==> config.mk <==
export PLATFORM = sky130hd
export DESIGN_NAME = mixer_tdm
export DESIGN_NICKNAME = d
export VERILOG_FILES = /design/src/rtl/mixer_tdm.sv
export SDC_FILE = /design/constraint.sdc
export NUM_CORES = 1
export LEC_CHECK = 0
export CORE_MARGIN = 1.5
export CORE_UTILIZATION = 30
export CTS_BUF_LIST = sky130_fd_sc_hd__clkbuf_16
export DETAILED_ROUTE_END_ITERATION = 8
export PLACE_DENSITY = 0.46
export SYNTH_ARGS = -nofsm -noshare
export SYNTH_HDL_FRONTEND = slang
export SYNTH_SLANG_ARGS = --single-unit
==> constraint.sdc <==
create_clock -name clk -period 8.4 [get_ports clk]
set_input_delay 1.68 -clock clk [delete_from_list [all_inputs] [get_ports clk]]
set_output_delay 1.68 -clock clk [all_outputs]
set_load 0.03 [all_outputs]
==> src/rtl/mixer_tdm.sv <==
// mixer_tdm: time-multiplexed digital mixer.
// Multiplies ADC samples by a per-channel LO value, keeps a gain-selectable
// window of the full product (with extra LSBs for CIC averaging), saturates
// on overflow and tags every result with its round-robin channel index.
// Pipeline: input register -> product -> window/saturate -> output register.
module mixer_tdm #(
  parameter int dwi  = 16,
  parameter int dwlo = 18,
  parameter int davr = 4,
  parameter int nch  = 4,
  parameter int chw  = 2
) (
  input  logic                          clk,
  input  logic                          rst,
  input  logic                          in_valid,
  input  logic signed [dwi-1:0]         adcf,
  input  logic signed [dwlo-1:0]        mult,
  input  logic [1:0]                    shift,
  input  logic                          sat_clr,
  output logic signed [dwi+davr-1:0]    mixout,
  output logic                          out_valid,
  output logic [chw-1:0]                out_ch,
  output logic                          sat_flag
);

  localparam int pw = dwi + dwlo;
  localparam int ow = dwi + davr;

  // The window's low edge must stay inside the product for every shift,
  // and the channel tag must exactly cover the channel count.
  if ((dwlo < davr + 4) || (nch != (1 << chw))) begin : g_bad_params
    $error("mixer_tdm: need dwlo >= davr+4 and nch == 2**chw");
  end

  localparam logic signed [ow-1:0] sat_pos = {1'b0, {(ow-1){1'b1}}};
  localparam logic signed [ow-1:0] sat_neg = {1'b1, {(ow-1){1'b0}}};

  // Channel counter
  logic [chw-1:0]         ch_q, ch_d;
  // Stage 1: input register
  logic                   s1_valid_q, s1_valid_d;
  logic signed [dwi-1:0]  s1_adcf_q, s1_adcf_d;
  logic signed [dwlo-1:0] s1_mult_q, s1_mult_d;
  logic [1:0]             s1_shift_q, s1_shift_d;
  logic [chw-1:0]         s1_ch_q, s1_ch_d;
  // Stage 2: full product
  logic                   s2_valid_q, s2_valid_d;
  logic signed [pw-1:0]   s2_p_q, s2_p_d;
  logic [1:0]             s2_shift_q, s2_shift_d;
  logic [chw-1:0]         s2_ch_q, s2_ch_d;
  // Stage 3: windowed / saturated value
  logic                   s3_valid_q, s3_valid_d;
  logic signed [ow-1:0]   s3_win_q, s3_win_d;
  logic                   s3_sat_q, s3_sat_d;
  logic [chw-1:0]         s3_ch_q, s3_ch_d;
  // Stage 4: output register
  logic                   out_valid_q, out_valid_d;
  logic signed [ow-1:0]   mixout_q, mixout_d;
  logic [chw-1:0]         out_ch_q, out_ch_d;
  logic                   sat_flag_q, sat_flag_d;

  // Combinational helpers
  logic [pw-1:0]          a_ext, m_ext, prod;
  logic signed [pw-1:0]   guard_bits, win_full;
  logic                   overflow;

  // Next-state logic for every pipeline stage, the channel counter and the sticky flag
  always_comb begin
    ch_d        = ch_q;
    s1_valid_d  = in_valid;
    s1_adcf_d   = adcf;
    s1_mult_d   = mult;
    s1_shift_d  = shift;
    s1_ch_d     = ch_q;
    if (in_valid) begin
      ch_d = ch_q + chw'(1);
    end

    a_ext      = {{dwlo{s1_adcf_q[dwi-1]}}, s1_adcf_q};
    m_ext      = {{dwi{s1_mult_q[dwlo-1]}}, s1_mult_q};
    prod       = a_ext * m_ext;
    s2_valid_d = s1_valid_q;
    s2_p_d     = $signed(prod);
    s2_shift_d = s1_shift_q;
    s2_ch_d    = s1_ch_q;

    guard_bits = s2_p_q >>> (pw - 2 - int'(s2_shift_q));
    win_full   = s2_p_q >>> (dwlo - davr - 1 - int'(s2_shift_q));
    overflow   = (guard_bits != '0) && (guard_bits != '1);
    s3_valid_d = s2_valid_q;
    s3_sat_d   = overflow;
    s3_ch_d    = s2_ch_q;
    if (overflow) begin
      s3_win_d = s2_p_q[pw-1] ? sat_neg : sat_pos;
    end else begin
      s3_win_d = win_full[ow-1:0];
    end

    out_valid_d = s3_valid_q;
    mixout_d    = mixout_q;
    out_ch_d    = out_ch_q;
    sat_flag_d  = sat_flag_q;
    if (sat_clr) begin
      sat_flag_d = 1'b0;
    end
    if (s3_valid_q) begin
      mixout_d = s3_win_q;
      out_ch_d = s3_ch_q;
      if (s3_sat_q) begin
        sat_flag_d = 1'b1;
      end
    end
  end

  // State registers; reset flushes everything so in-flight samples never emerge
  always_ff @(posedge clk) begin
    if (rst) begin
      ch_q        <= '0;
      s1_valid_q  <= 1'b0;
      s1_adcf_q   <= '0;
      s1_mult_q   <= '0;
      s1_shift_q  <= '0;
      s1_ch_q     <= '0;
      s2_valid_q  <= 1'b0;
      s2_p_q      <= '0;
      s2_shift_q  <= '0;
      s2_ch_q     <= '0;
      s3_valid_q  <= 1'b0;
      s3_win_q    <= '0;
      s3_sat_q    <= 1'b0;
      s3_ch_q     <= '0;
      out_valid_q <= 1'b0;
      mixout_q    <= '0;
      out_ch_q    <= '0;
      sat_flag_q  <= 1'b0;
    end else begin
      ch_q        <= ch_d;
      s1_valid_q  <= s1_valid_d;
      s1_adcf_q   <= s1_adcf_d;
      s1_mult_q   <= s1_mult_d;
      s1_shift_q  <= s1_shift_d;
      s1_ch_q     <= s1_ch_d;
      s2_valid_q  <= s2_valid_d;
      s2_p_q      <= s2_p_d;
      s2_shift_q  <= s2_shift_d;
      s2_ch_q     <= s2_ch_d;
      s3_valid_q  <= s3_valid_d;
      s3_win_q    <= s3_win_d;
      s3_sat_q    <= s3_sat_d;
      s3_ch_q     <= s3_ch_d;
      out_valid_q <= out_valid_d;
      mixout_q    <= mixout_d;
      out_ch_q    <= out_ch_d;
      sat_flag_q  <= sat_flag_d;
    end
  end

  assign mixout    = mixout_q;
  assign out_valid = out_valid_q;
  assign out_ch    = out_ch_q;
  assign sat_flag  = sat_flag_q;

endmodule

* Word-level counts from Yosys, hierarchy flattened
Index checks and enable logic that the tools add are counted.
Storage, ports and cells: memories kept 0, memory bits (read-only) 0, register bits 128, latch bits 0, memory bits (writable) 0, output and inout bits 24, input bits 40
Cells by class: reduce and logical (&&, ||, !) cells 2, equal/unequal tests 1, order comparisons 0, multiplexer cells 5, div/mod/pow operators 0, bitwise logic cells 0, $mul 1, add/sub/neg operators 3, shifts and indexed selects 2
Operator list (number):
- 2-to-1 mux 20 bit | 2
- multiplier 16 x 18 -> 34 bit | 1
- inequality test 34 bit, second input constant | 1
- nonzero test 34 bit | 1
- >>> shifter 34 x 32 -> 20 bit | 1
- >>> shifter 34 x 32 -> 34 bit | 1
- subtractor 6 x 2 -> 7 bit, first input constant | 1
- subtractor 4 x 2 -> 5 bit, first input constant | 1
- 2-to-1 mux 1 bit | 3
- adder 2 x 1 -> 2 bit, second input constant | 1
- logical AND 1 bit | 1

* Longest topological paths before layout
Gate-level depths: netlist (run 1).
depth in word-level cells 5, gate-level depth with buffers 23

* Worst setup path after synthesis (run 1)
OpenSTA, ideal clock, no wires.
path kind reg-to-reg, start point register s1_adcf_q[7], end point register s2_p_q[26], library setup time 121 ps, period minus slack after synthesis 6132 ps, slack 2268 ps, cell stages (with the launch flop) 24, data arrival time 6011 ps, path through dfxtp_1 -> clkbuf_1 -> clkbuf_1 -> nand2_1 -> fa_1 -> inv_1 -> fa_1 -> inv_1 -> fa_1 -> inv_1 -> fa_1 -> fa_1 -> inv_1 -> fa_1 -> inv_1 -> ha_1 -> buf_2 -> nand4_4 -> nor4_4 -> a211oi_2 -> a21boi_4 -> a31oi_2 -> mux2_4 -> mux2_4
On the way: longest elaborated chain between the ends 1
Ends and longest elaborated chain:
- start: declaration | RTL line 42 | logic signed [dwi-1:0] s1_adcf_q, s1_adcf_d;
- start signal: assignment | RTL line 120 | s1_adcf_q <= '0;
- start signal: assignment | RTL line 139 | s1_adcf_q <= s1_adcf_d;
- multiplier 16 x 18 -> 34 bit | RTL line 81 | prod = a_ext * m_ext;
- end signal: assignment | RTL line 144 | s2_p_q <= s2_p_d;
- end: declaration | RTL line 48 | logic signed [pw-1:0] s2_p_q, s2_p_d;
Every way passes these cells. A chain may end at the register's enable or synchronous reset.

* Worst setup path in the final report (run 1)
Same ends and word-level chain as after synthesis.

==> results.toml, run 1 <==
[placed_design]
place.gp.congestion = 0.815
placed_cells = 2212
dpl_worst_slack_ns = 1.65
port_buffers = 63
place_hpwl_um = 28200

[cts]
cts_resized = 0
hold_buffers = 0
cts_tree = "yes"
htreeDepth = 4
clock_path_buffers = 2
clock-root-buffer = "clkbuf_16"
cts_sinks = 118
clk_latency_ns = 0.44
post-cts-setup-buffers = 0
clk_pin_slew_ns = 0.06
numCtsBuffers = 17

[power]
cellInternalPower_uw = 1870
power_leakage_uw = 0.00773
power_uw = 3220
p_seq_share_pct = 24.6
power-per-cell-area_nw_per_um2 = 193
power_switching_share_pct = 41.8
p_clk_share_pct = 22.6
peakVddDrop_mv = 0.102
power_frac_comb_pct = 52.9
p_sw_uw = 1350

[final_layout]
areaGrowthSynthToFinish_pct = 12.2
mostFrequentLayoutCell = "inv_1"
stdcell_count = 2244
layout_common_cells = "inv_1 (341), fa_1 (289), nand2_1 (153)"
drive_above_1_share_pct = 4.62
diodes = 0
fin_nets = 1980

[die]
ios = 64
initial_core_util_pct = 30.4
std_cell_rows = 81
die_area_um2 = 50800
die_h_um = 225
core_um2 = 48800
die_w_um = 225

[routing]
drtIter0Drc = 441
viasPerCell = 4.47
antenna_left = 0
drt_first_pass_iters = 4
dr_total_vias = 10034
routed_wl_um = 35800
drc_errors = 0
routedWlPerCell_um = 15.9

[setup_path]
cp.buffers_inverters = 5
critPathRequiredTime_ns = 8.73
path_class = "reg2reg"
path_cells = "nand2_1 > fa_1 > inv_1 > fa_1 > inv_1 > fa_1 > inv_1 > fa_1 > fa_1 > inv_1 > fa_1 > inv_1 > ha_1 > nand4_4 > nor4_4 > a211oi_2 > a21boi_4 > a31oi_2 > mux2_4 > mux2_4"
endpoint_kind = "flop"
worst_path_max_delay_cell = "dfxtp_1"
timing.critical_path.mode_cell = "fa_1"
cp_top_family = "adder cells"
cp_max_fo = 18
cpPeakStageDelay_ns = 0.91
crit_path_start_kind = "flop"
arrival_ns = 7.05
r2r-start = "s1_adcf_q[7]"
cp-startpoint = "s1_adcf_q[7]"

[global_routing]
gr-usage-met2_pct = 28.9
met1_usage_pct = 17.8
antenna_found_initial = 1
grt_pass1_vias = 11492
use_met3_pct = 1.93
gr-total-overflow = 0
grt_pass1_wl_um = 59800
grt_max_degree = 99
grt_usage_pct = 15.4
busiest_layer = "met2"

[yosys]
synth_top_flop_cell = "dfxtp_1"
muxShareOfSynthArea_pct = 5.15
synth_cells = 1548
synth-compound-area-share_pct = 4.87
yosys_warnings = 0
synthXorXnorAreaFrac_pct = 1.53
synth_fa_ha_area_share_pct = 46.1
avgSynthCellArea_um2 = 9.58
synthesis.area_um2 = 14800
synth_top_family_by_area = "adder cells"
ys_ff_latch = 118
synth-seq-area-share_pct = 15.9
synth_fp_nets = 1961
synth-simple-area-share_pct = 16.1
synth_edf_count = 0
ys_async_sr_fraction_pct = 0
ys_types = 58

[min_path]
hold_class = "reg2reg"
hp-start = "s1_valid_q"

[sta]
fin_crit_sh_pct = 80.0
fin_worst_skew_ns = 0.0142
tns_ns = 0
rsz0062_at_grt = "no"
slew_violations = 0
finalSetupViolCount = 0
layout_setup_ws_ns = 1.68
relSlewSlack_pct = 21.5
holdWs_ns = 0.433
period_minus_slack_ns = 6.72
worst_pin_slew_ns = 1.17
max_freq_mhz = 149
hold_viol = 0

[status]
outcome = "complete, no violations"

[run]
maxCapViolCount = 0
## final cells by class
class / instances / area (um2)
inverter: 340 / 1280
sequential: 118 / 2360
timing repair buffer: 68 / 666
clock buffer: 17 / 425
tap: 664 / 831
clock inverter: 15 / 151
multi-input combinational: 1022 / 10900
fill: 5093 / 32200
## kinds of logic (layout without fill, tap and decap cells)
family	after synthesis	count (layout)
DFF	118	118
xor gates and xnor gates	26	26
AOI/OAI and AO/OA	110	110
buffers and inverters	408	440
and+or+nand+nor	463	463
muxes	50	50
adders and majority gates	373	373
## stage by stage
stage / util (%) / cell area (um2)
3_3_place_gp: 32.9 / 16100
4_1_cts: 34.1 / 16700
2_1_floorplan: - / 14800
3_5_place_dp: 32.9 / 16100
6_report: 34.1 / 16700
5_1_grt: 34.1 / 16700
## state kept, by name, summed over array words and instances (netlist names)
name,flops
s3_ch_q,2
ch_q,2
s2_shift_q,2
out_ch,2
s1_mult_q,18
s1_valid_q,1
s3_sat_q,1
out_valid_d,1
s2_ch_q,2
s1_ch_q,2
s3_win_q,20
mixout,20
s2_p_q,24
sat_flag,1
s1_adcf_q,16
s2_valid_q,1
s1_shift_q,2
out_valid,1
## routing by layer
metal | wire [um] | up-vias
li1 | - | 4666
met1 | 14900 | 5178
met2 | 19000 | 139
met3 | 873 | 51
met4 | 1020 | 0
met5 | 0 | -
## power by group through the flow
stage	clock (uW)	sequential [uW]	combinational [uW]
3_3_place_gp	0	803	1730
6_report	727	791	1700
5_1_grt	772	808	1970
4_1_cts	756	793	1740
3_5_place_dp	0	802	1730
2_1_floorplan	0	733	1350
## worst paths after layout
kind | end | cells after the start | slack (ns)
min | s2_valid_q | 1 | 0.43
min reg2reg | s2_valid_q | 1 | 0.43
max reg2reg | s2_p_q[26] | 20 | 1.68
max | s2_p_q[26] | 20 | 1.68
## cell usage after synthesis (all sizes together), types with 3 or more instances
| cell | number | area share [%] |
|---|---|---|
| and2 | 135 | 5.7 |
| mux4 | 20 | 3.0 |
| mux2 | 5 | 0.43 |
| a21o | 14 | 0.71 |
| nand4 | 5 | 0.31 |
| nor2b | 56 | 2.4 |
| a21boi | 3 | 0.23 |
| ha | 84 | 7.1 |
| nand3 | 4 | 0.13 |
| nor3 | 5 | 0.17 |
| a31oi | 6 | 0.30 |
| and3 | 6 | 0.25 |
| or2 | 4 | 0.17 |
| o21ai | 17 | 0.57 |
| nand2b | 26 | 1.1 |
| inv | 340 | 8.6 |
| nand2 | 153 | 3.9 |
| a21oi | 44 | 1.5 |
| xnor2 | 18 | 1.1 |
| mux2i | 25 | 1.7 |
| a211oi | 3 | 0.19 |
| nor2 | 61 | 1.5 |
| xor2 | 8 | 0.47 |
| fa | 289 | 39 |
| nor3b | 3 | 0.15 |
| buf | 8 | 0.21 |
| clkbuf | 60 | 1.5 |
| dfxtp | 118 | 16 |
No activity file was read; power rests on OpenSTA's default activity.
==> run 2: changes to the inputs <==
clock period = 6.3 ns   (was 8.4 ns; I/O delays follow)
==> run 2 against run 1 <==
Compared with the run above:
- routed wire length about the same
- first-iteration DRC count grew 6.1%
- sequential power is 29% higher
- sequential cell count is the same
- clock-buffer cell count did not move
- cell area grew 2.7%
- total power up 37%
- critical path depth shrank 1
- die area unchanged
- clock power up 35%
- fmax up 12%
- critical path type unchanged
- largest cell class unchanged
==> results.toml, run 2 (same netlist as run 1, synthesis figures left out) <==
[global_routing]
grt_pass1_vias = 11883
grt_pass1_wl_um = 61000
antenna_found_initial = 0
grt_usage_pct = 15.6
grt_max_degree = 106
gr-total-overflow = 0

[power]
p_sw_uw = 1820
p_seq_share_pct = 23.1
power_leakage_uw = 0.00801
power_switching_share_pct = 41.3
power_frac_comb_pct = 54.6
power-per-cell-area_nw_per_um2 = 258
p_clk_share_pct = 22.2
peakVddDrop_mv = 0.201
cellInternalPower_uw = 2590

[routing]
routedWlPerCell_um = 15.6
dr_total_vias = 10259
drc_errors = 0
viasPerCell = 4.46
drt_first_pass_iters = 4
antenna_left = 0
routed_wl_um = 35800
drtIter0Drc = 468

[die]
die_w_um = 225
die_h_um = 225
core_um2 = 48800
std_cell_rows = 81
initial_core_util_pct = 30.4
die_area_um2 = 50800
ios = 64

[min_path]
hold_depth = 1
hold_class = "reg2reg"

[cts]
clock_path_buffers = 2
cts_resized = 0
cts_tree = "yes"
post-cts-setup-buffers = 0
clk_latency_ns = 0.44
hold_buffers = 0
numCtsBuffers = 17
cts_sinks = 118
htreeDepth = 4
clk_pin_slew_ns = 0.06
clock-root-buffer = "clkbuf_16"

[sta]
period_minus_slack_ns = 6.00
relSlewSlack_pct = 27.4
tns_ns = 0
rsz0062_at_grt = "no"
worst_pin_slew_ns = 1.09
max_freq_mhz = 167
hold_viol = 0
fin_crit_sh_pct = 95.2
layout_setup_ws_ns = 0.304
finalSetupViolCount = 0
slew_violations = 0
fin_worst_skew_ns = 0.00978

[final_layout]
drive_above_1_share_pct = 8.69
stdcell_count = 2300
fin_nets = 2035
areaGrowthSynthToFinish_pct = 15.2
mostFrequentLayoutCell = "inv_1"
final_cell_area_um2 = 17100
largest-register = "s2_p_q"
largest_reg_flops = 24
layout_common_cells = "inv_1 (341), fa_1 (288), nand2_1 (153)"

[placed_design]
placed_cells = 2266
place_area_um2 = 16500
port_buffers = 63
dpl_worst_slack_ns = 0.0594
place.gp.congestion = 0.829
place_hpwl_um = 29900

[setup_path]
endpoint_kind = "flop"
arrival_ns = 6.32
path_class = "reg2reg"
cp_max_fo = 9
critPathRequiredTime_ns = 6.62
crit_path_start_kind = "flop"
ff2ff_path_depth = 19

[run]
maxCapViolCount = 0

[status]
outcome = "complete, no violations"
==> run 2: changes by cell type in the layout (fill, tap and decap cells not counted), moves of 2 or more <==
| cell | change |
|---|---|
| dfxtp_2 | +12 |
| clkinv_4 | +3 |
| buf_4 | +55 |
| dfxtp_1 | -12 |
| clkinvlp_4 | -2 |
==> run 2: area by class of cell <==
type                            instances  area [um2]
Clock inverter                         15         153
Clock buffer                           17         425
Multi-Input combinational cell       1022       11000
Antenna cell                            1        2.50
Fill cell                            5080       31800
Inverter                              340        1280
Tap cell                              664         831
Sequential cell                       118        2380
Timing Repair Buffer                  123        1080
==> run 2: path summary, 6_finish.rpt <==
path	startpoint	to	slack, ns
worst min-delay path	s2_ch_q[1]	s3_ch_q[1]	0.44
worst max-delay path	s1_mult_q[10]	s2_p_q[26]	0.30
worst min register to register	s2_ch_q[1]	s3_ch_q[1]	0.44
worst max register to register	s1_mult_q[10]	s2_p_q[26]	0.30
==> run 2: power groups by stage <==
stage	logic, uW	registers (uW)	clock network (uW)
after floorplan	1800	977	0
final	2410	1020	979
after global placement	2430	1030	0
after detailed placement	2420	1030	0
after CTS	2440	1020	1010
after global routing	2800	1040	1040
==> run 2: critical path, stage by stage (launching register included) <==
cell and delay (ns):
dfxtp_2 0.50, buf_4 0.23, nand2_1 0.09, fa_1 0.54, inv_1 0.05, fa_1 0.50, fa_1 0.57, fa_1 0.44
fa_1 0.49, inv_1 0.05, fa_1 0.47, inv_1 0.04, ha_1 0.28, a21oi_1 0.18, o21ai_1 0.18, a211oi_2 0.31
a21boi_4 0.09, a31oi_2 0.25, mux2_4 0.33, mux2_4 0.29
==> run 2: metal layers <==
| layer | GRT usage (%) | vias to the layer above | wire (um) |
|---|---|---|---|
| met1 | 18.1 | 5324 | 14800 |
| met4 | 5.28 | 0 | 823 |
| met5 | 0 | - | 0 |
| li1 | - | 4779 | - |
| met2 | 29.5 | 121 | 19400 |
| met3 | 1.66 | 35 | 781 |
==> run 2: per-stage QoR <==
stage | util (%) | hold slack [ns] | power (uW)
2_1_floorplan | - | 0.414 | 2770
3_3_place_gp | 33.7 | 0.417 | 3460
3_5_place_dp | 33.7 | 0.426 | 3460
4_1_cts | 34.9 | 0.442 | 4470
5_1_grt | 35.0 | 0.458 | 4870
6_report | 35.0 | 0.439 | 4410
==> patch: new RTL, config.mk and constraints of run 2 <==
The parameter `dwlo` goes from 18 to 36.
--- a/src/rtl/mixer_tdm.sv
+++ b/src/rtl/mixer_tdm.sv
@@ -7,3 +7,3 @@
   parameter int dwi  = 16,
-  parameter int dwlo = 18,
+  parameter int dwlo = 36,
   parameter int davr = 4,
Interface: changed (resized mult); port bits go from 64 to 82. No check against the original RTL was run, so the function may have changed too.
==> patch against run 2 <==
Total power up 60%. Critical path depth is 1 higher. Largest cell class unchanged. Fmax shrank 2.6%. Worst hold slack better by 0.0070 ns. Design area grew 67%. Wire length rose by 99%. Worst setup slack worse by 0.16 ns. Die area up 60%. Sequential cell count increased by 18. Area after synthesis up 61%. Final cell count increased by 66%.
==> patch: results (changes against run 2) <==
status: "finished clean"
timing.rr.start: "s1_adcf_q[4]$_SDFF_PP0_"
p_leak_uw: 0.0135  # +68%
critPathCapture: "s2_p_q[48]$_SDFF_PP0_"
reg2reg_slack_ns: 0.14  # -0.16 ns
synth_area_leaders: "fa_1 45%, dfxtp_1 11%, inv_1 9.8%, ha_1 6.3%, and2_1 5.9%"
clkLatencyLatePin_ns: 0.48  # +0.04 ns
grt_use_met2_pct: 32.0  # +2.5 points
finalPower_uw: 7040  # +60%
wl_per_cell_um: 18.6  # +20%
fin_skew_ns: 0.0212  # +0.0114 ns
dp_hpwl_mm: 53.3  # +78%
nNetsFinal: 3476  # +71%
place_area_mm2: 0.0270  # +64%
met3_usage_pct: 1.90  # +0.25 points
synth_cell_type_count: 70  # +21%
vias: 17289  # +69%
p_int_uw: 3770  # +46%
cp.arrival_ns: 6.49  # +0.17 ns
drive_above_1_share_pct: 12.2  # +3.6 points
dpl_worst_slack_ns: -0.191  # -0.250 ns
powerSeq_uw: 1130  # +11%
antenna_found_initial: 1  # +1
wl_met1_mm: 29.7  # +100%
grt_util_all_layers_pct: 17.3  # +1.7 points
netlist_instances: 2612  # +69%
finalNonFillerCells: 3821  # +66%
synthXorXnorAreaFrac_pct: 1.21  # -0.32 points
port_buffers: 81  # +29%
placedCellCount: 3751  # +66%
grt_max_degree: 83  # -22%
rr_endpoint: "s2_p_q[48]$_SDFF_PP0_"
gp_congestion: 0.850  # +2.5%
yosys-mux-area-fraction_pct: 2.38  # -2.8 points
patch: changes by cell type after synthesis, moves of 17 or more:
cell and delta:
a21oi_1 +22, and2_1 +91, clkbuf_1 +52, dfxtp_1 +18, fa_1 +252, ha_1 +36, inv_1 +284, nand2_1 +201
nor2_1 +41, o21ai_0 +17
patch: cell type report:
cell class | count | area, um2
Antenna cell | 1 | 2.50
Clock buffer | 17 | 425
Clock inverter | 15 | 139
Fill cell | 8094 | 50200
Inverter | 625 | 2350
Multi-Input combinational cell | 1725 | 18800
Sequential cell | 136 | 2780
Tap cell | 1050 | 1310
Timing Repair Buffer | 252 | 2820
patch: critical path, delay by kind of cell (launching register included):
kind / cells / cell delay (ns)
XOR/XNOR: 1 / 0.15
adder cells (fa/ha/maj): 7 / 3.41
AND/OR/NAND/NOR: 4 / 0.45
flip-flops: 1 / 0.38
buffers and inverters: 4 / 0.39
AO/OA/AOI/OAI: 4 / 1.18
